File: config.mk
export PLATFORM = sky130hd
export DESIGN_NAME = mc_controlunit
export DESIGN_NICKNAME = d
export VERILOG_FILES = /design/src/rtl/mc_controlunit.sv
export SDC_FILE = /design/constraint.sdc
export NUM_CORES = 1
export LEC_CHECK = 0
export BUFFER_PORTS_ARGS = -buffer_cell sky130_fd_sc_hd__buf_2
export CAP_MARGIN = 40
export CELL_PAD_IN_SITES_DETAIL_PLACEMENT = 1
export CELL_PAD_IN_SITES_GLOBAL_PLACEMENT = 1
export CORE_ASPECT_RATIO = 0.7
export CORE_MARGIN = 8
export CORE_UTILIZATION = 32
export CTS_CLUSTER_SIZE = 14
export DETAILED_ROUTE_END_ITERATION = 10
export PLACE_DENSITY = 0.76
export SLEW_MARGIN = 10
export SYNTH_ARGS = -nofsm -noshare
export SYNTH_HDL_FRONTEND = slang
export SYNTH_SLANG_ARGS = --single-unit
File: constraint.sdc
create_clock -name clk -period 2.4 [get_ports clk]
set_input_delay 0.36 -clock clk [delete_from_list [all_inputs] [get_ports clk]]
set_output_delay 0.36 -clock clk [all_outputs]
set_load 0.03 [all_outputs]
File: src/rtl/mc_controlunit.sv
// Multi-cycle MIPS control unit: FSM plus MDU cycle counter; strobes decode from state and class.
// Optional exception support (syscall/break/unknown -> EXC, eret) under `MC_CONTROLUNIT_EXC_EN.
module mc_controlunit #(
  parameter int unsigned MDU_CYCLES = 32,
  parameter int unsigned CNT_W      = 8
) (
  input  logic       clk,
  input  logic       rst,
  input  logic [5:0] op,
  input  logic [5:0] func,
  input  logic [4:0] rs,
  input  logic [4:0] rt,
  input  logic       zero,
  input  logic       negative,
  input  logic       imem_ready,
  input  logic       dmem_ready,
  output logic [2:0] state,
  output logic       pc_we,
  output logic       ir_we,
  output logic       wrf,
  output logic       wena,
  output logic       hilo_we,
  output logic       mdu_start,
  output logic       exc,
  output logic       busy
);

  typedef enum logic [2:0] {
    StFetch  = 3'd0,
    StDecode = 3'd1,
    StExec   = 3'd2,
    StMem    = 3'd3,
    StWb     = 3'd4,
    StMdu    = 3'd5,
    StExc    = 3'd6
  } state_e;

  typedef enum logic [3:0] {
    ClsAlu, ClsLoad, ClsStore, ClsJump, ClsLink, ClsBranch,
    ClsHiLo, ClsMtc0, ClsMdu, ClsEret, ClsTrap, ClsBad
  } cls_e;

  localparam logic [CNT_W-1:0] CntLoad = CNT_W'(MDU_CYCLES - 1);

  state_e           state_q, state_d;
  logic [CNT_W-1:0] cnt_q, cnt_d;
  cls_e             cls;
  logic             taken;

  always_comb begin
    cls = ClsBad;
    unique case (op)
      6'h00: begin
        case (func)
          6'h00, 6'h02, 6'h03, 6'h04, 6'h06, 6'h07, 6'h10, 6'h12,
          6'h20, 6'h21, 6'h22, 6'h23, 6'h24, 6'h25, 6'h26, 6'h27,
          6'h2a, 6'h2b:                  cls = ClsAlu;
          6'h08:                         cls = ClsJump;
          6'h09:                         cls = ClsLink;
          6'h0c, 6'h0d:                  cls = ClsTrap;
          6'h11, 6'h13:                  cls = ClsHiLo;
          6'h18, 6'h19, 6'h1a, 6'h1b:    cls = ClsMdu;
          default:                       cls = ClsBad;
        endcase
      end
      6'h01:                             cls = (rt == 5'd0 || rt == 5'd1) ? ClsBranch : ClsBad;
      6'h02:                             cls = ClsJump;
      6'h03:                             cls = ClsLink;
      6'h04, 6'h05, 6'h06, 6'h07:        cls = ClsBranch;
      6'h08, 6'h09, 6'h0a, 6'h0b,
      6'h0c, 6'h0d, 6'h0e, 6'h0f:        cls = ClsAlu;
      6'h10: begin
        if (rs == 5'h00)                         cls = ClsAlu;
        else if (rs == 5'h04)                    cls = ClsMtc0;
        else if (rs == 5'h10 && func == 6'h18)   cls = ClsEret;
        else                                     cls = ClsBad;
      end
      6'h20, 6'h21, 6'h23, 6'h24, 6'h25: cls = ClsLoad;
      6'h28, 6'h29, 6'h2b:               cls = ClsStore;
      default:                           cls = ClsBad;
    endcase
  end

  // regimm: rt=0 is bltz, rt=1 is bgez
  always_comb begin
    taken = 1'b0;
    case (op)
      6'h01:   taken = (rt == 5'd0) ? (!zero && negative) : (zero || !negative);
      6'h04:   taken = zero;
      6'h05:   taken = !zero;
      6'h06:   taken = zero || negative;
      6'h07:   taken = !zero && !negative;
      default: taken = 1'b0;
    endcase
  end

  always_comb begin
    state_d   = state_q;
    cnt_d     = cnt_q;
    pc_we     = 1'b0;
    ir_we     = 1'b0;
    wrf       = 1'b0;
    wena      = 1'b0;
    hilo_we   = 1'b0;
    mdu_start = 1'b0;
    exc       = 1'b0;
    case (state_q)
      StFetch: begin
        if (imem_ready) begin
          ir_we   = 1'b1;
          pc_we   = 1'b1;
          state_d = StDecode;
        end
      end
      StDecode: begin
        case (cls)
          ClsMdu: begin
            state_d = StMdu;
            cnt_d   = CntLoad;
          end
`ifdef MC_CONTROLUNIT_EXC_EN
          ClsTrap, ClsBad: state_d = StExc;
          ClsEret:         state_d = StExec;
`else
          ClsTrap, ClsBad, ClsEret: state_d = StFetch;
`endif
          default: state_d = StExec;
        endcase
      end
      StExec: begin
        state_d = StFetch;
        case (cls)
          ClsAlu:            state_d = StWb;
          ClsLoad, ClsStore: state_d = StMem;
          ClsJump:           pc_we = 1'b1;
          ClsLink: begin
            pc_we   = 1'b1;
            state_d = StWb;
          end
          ClsBranch:         pc_we = taken;
          ClsHiLo:           hilo_we = 1'b1;
`ifdef MC_CONTROLUNIT_EXC_EN
          ClsEret:           pc_we = 1'b1;
`endif
          default:           state_d = StFetch;
        endcase
      end
      StMem: begin
        wena = (cls == ClsStore);
        if (dmem_ready) state_d = (cls == ClsStore) ? StFetch : StWb;
      end
      StWb: begin
        wrf     = 1'b1;
        state_d = StFetch;
      end
      StMdu: begin
        // counter only equals the load value in the first MDU cycle
        mdu_start = (cnt_q == CntLoad);
        if (cnt_q == '0) begin
          hilo_we = 1'b1;
          state_d = StFetch;
        end else begin
          cnt_d = cnt_q - 1'b1;
        end
      end
      StExc: begin
`ifdef MC_CONTROLUNIT_EXC_EN
        exc   = 1'b1;
        pc_we = 1'b1;
`endif
        state_d = StFetch;
      end
      default: state_d = StFetch;
    endcase
    if (rst) begin
      pc_we     = 1'b0;
      ir_we     = 1'b0;
      wrf       = 1'b0;
      wena      = 1'b0;
      hilo_we   = 1'b0;
      mdu_start = 1'b0;
      exc       = 1'b0;
    end
  end

  always_ff @(posedge clk) begin
    if (rst) begin
      state_q <= StFetch;
      cnt_q   <= '0;
    end else begin
      state_q <= state_d;
      cnt_q   <= cnt_d;
    end
  end

  assign state = state_q;
  assign busy  = (state_q == StMdu);

endmodule
==> impl_results.md <==
- Avg Inst Size Synth: 7.19 um^2
- GR Overflow Total: 0
- Hold Crit Class: in -> reg
- Internal: 432 uW
- Pre-antenna DRT Iters: 4
- Sink Count: 11
- Share of the synthesized area in the top cell type: between 10% and 20%
- Worst Path Arrival: 2200 ps
- Sw Share: 33.1%
- Final setup viols: 4
- Area leader, netlist: dfxtp_1
- Initial antenna violation count: 0
- Mapped Cells: 172
- Syn nets: 203
- Core Rows: 19
- Power consumption: approximately 650 uW
- Mapped cell area: 0.00124 mm^2
- YS warnings: 0
- Fraction of layout cells with a size suffix above 1: 41.8%
- EDFF count, synth: 0
- Synth top area cells: dfxtp_1, nor3_1, xnor2_1
- RSZ-0062 raised after global routing: true
- Vias per inst: 5.37
- Layout Nets: 271
- Clock Pin Slew Worst Setup and Hold Paths: approximately 50 ps
- Placer Congestion: 0.842
- I/O pins: 39
- Routed vias: 1562
- DR WL/cell: around 16 um
- Worst setup margin: -162 ps
- Total GRT Usage: 15.3%
- Root Buffer: clkbuf_8
- Antenna fix cells: 0
- Final Cycle Share: 107%
- Asr flop ratio synth: 0%
- Die ar.: 0.00614 mm^2
- Critical path launch point type: input port
- Core Region: 0.00380 mm^2
- Layout area overhead: 54.2%
- Inserted Clock Buffers: 3
- TritonCTS clock tree: yes
- MaxCap Viol Count: 0
- Detailed placement HPWL: 3610 um
- CP endpoint kind: output pin
- Seq cells post-synth: 11
- Relative slew slack: 64.0%
- Starting density of the core: about 33%
- WL final: around 4700 um
- Residual DRC count: 0
- Worst Tran Pin Value: 535 ps
- CP Max Fanout: 3
- Sequential area share after synthesis: 17.8%
- Lkg Pwr: 0.000799 uW
- Highest clock rate: 0.390 GHz
- PD cells: 338 mW/mm^2
- Power share of the combinational group: 40.7%
- Global-route wire length before repair: 7910 um
- Port Buf Inserts: 37
- Peak supply drop: 0.000197 V
- CTS Hold Buffers Added: 0
- Vias in the first global route: between 1500 and 2000
- Failing checks: negative setup slack
- Seq pwr share: 30.6%
- Clk_skew: 0.218 ps
- Req. time, crit path: 2040 ps
- ANT nets after route: 0
- Die width: 90.3 um
- Net Sw Power: between 200 and 250 uW
- Core Util, Final: 50.2%
- Part of the power in the clock network: approximately 29%
- Initial DRC Count: 42
- Die height: 68.0 um
- Outcome: finished with violations
- Largest net degree at the start of global routing: 17
- Type of the worst setup path: in -> out
- Worst-skew pair later-pin latency: 240 ps
- Clock Path Buffers: 2
- Synth Flop Type: dfxtp_1
- Hold Fails Final Rpt: 0
- Post-layout minimum cycle time: 2560 ps
- H-Tree Depth: 1
- Max-slew violation count: 0
- Synth cell types: 51
## critical path: stages
cell and delay, ps:
buf_2 120, nor2b_1 170, buf_4 140, nor2_1 40
o31a_1 290, o221a_2 290, a311o_1 300, a31oi_1 240
o21bai_2 100, buf_6 140
## cell usage in the layout (no fill, tap or decap), types with 7 or more instances in the layout
cell / instances
nand2b_1: 7
nor2_1: 17
inv_1: 8
buf_2: 31
a21oi_1: 9
buf_4: 29
buf_6: 10
nor3_1: 18
xnor2_1: 8
dfxtp_1: 11
## repair_timing
action | CTS | global route
resized for setup | 18 | 14
hold endpoints to repair | 0 | 0
pin swaps | 8 | 7
endpoints found under the setup margin | 3 | 9
buffers inserted | 3 | 2
## sequential cells by signal (all words and copies together) (netlist names)
register / count
cnt_q: 8
state: 3
## metal layers
layer / wire (um) / vias up / track usage [%]
met2: 2100 / 42 / 25.3
met1: 2320 / 745 / 20.6
met3: 265 / 2 / 3.61
met5: 0 / - / 0
met4: 16 / 0 / 2.06
li1: - / 773 / -
## stage by stage
stage,setup slack (ps),TNS (ps),cell area (um^2),instances,hold slack [ps]
CTS,-151,-361,1830,290,447
floorplan,-74.7,-74.7,1250,172,432
global route,-267,-719,1910,291,461
detailed placement,-363,-2350,1680,283,472
global placement,-288,-2110,1680,283,481
finish,-162,-278,1910,291,453
## worst paths after layout
kind,cells after the start,start,endpoint,slack (ps)
setup / recovery,10,func[1],pc_we,-160
hold / removal,3,dmem_ready,state[2]$_SDFFE_PP0P_,450
setup reg to reg,8,cnt_q[0]$_SDFFE_PP0P_,cnt_q[4]$_SDFFE_PP0P_,320
hold reg to reg,1,cnt_q[0]$_SDFFE_PP0P_,cnt_q[0]$_SDFFE_PP0P_,510
## power groups by stage
stage | combinational, uW | clock [uW] | sequential, uW
after floorplan | 119 | 0 | 204
after global placement | 214 | 0 | 200
after detailed placement | 221 | 0 | 201
after CTS | 240 | 190 | 197
after global routing | 284 | 199 | 199
final | 263 | 185 | 198
## synth_stat cells, types with 2 or more instances
cell,n
nor2b_1,6
nand4_1,4
a31oi_1,2
nand3_1,4
a21oi_1,10
or3_1,2
buf_6,3
mux2i_1,2
dfxtp_1,11
nor4_1,3
buf_4,2
nand2b_1,7
or4_1,2
or4_4,2
o22ai_1,2
o21ai_0,5
a311oi_1,3
nand2_1,7
inv_1,8
o31a_1,2
clkbuf_1,3
and3_1,5
and2_1,2
ha_1,3
xnor2_1,8
nor2_1,18
nor3_1,22
## cell families after synthesis
| family | after synthesis | synth area share [%] |
|---|---|---|
| muxes | 2 | 1.62 |
| xor gates and xnor gates | 9 | 6.37 |
| adders and majority gates | 3 | 3.03 |
| AOI/OAI and AO/OA | 37 | 20.8 |
| other | 1 | 0.303 |
| buffers and inverters | 16 | 7.28 |
| and+or+nand+nor | 93 | 42.8 |
| DFF | 11 | 17.8 |
## layout make-up
class,count,area (um^2)
multi-input cells,145,1040
inverters,8,30.0
well taps,52,65.1
fillers,494,1900
clock buffers,4,45.0
flip-flops and latches,11,220
repair buffers,71,505
Note: power is estimated with default switching activity, not from simulation.
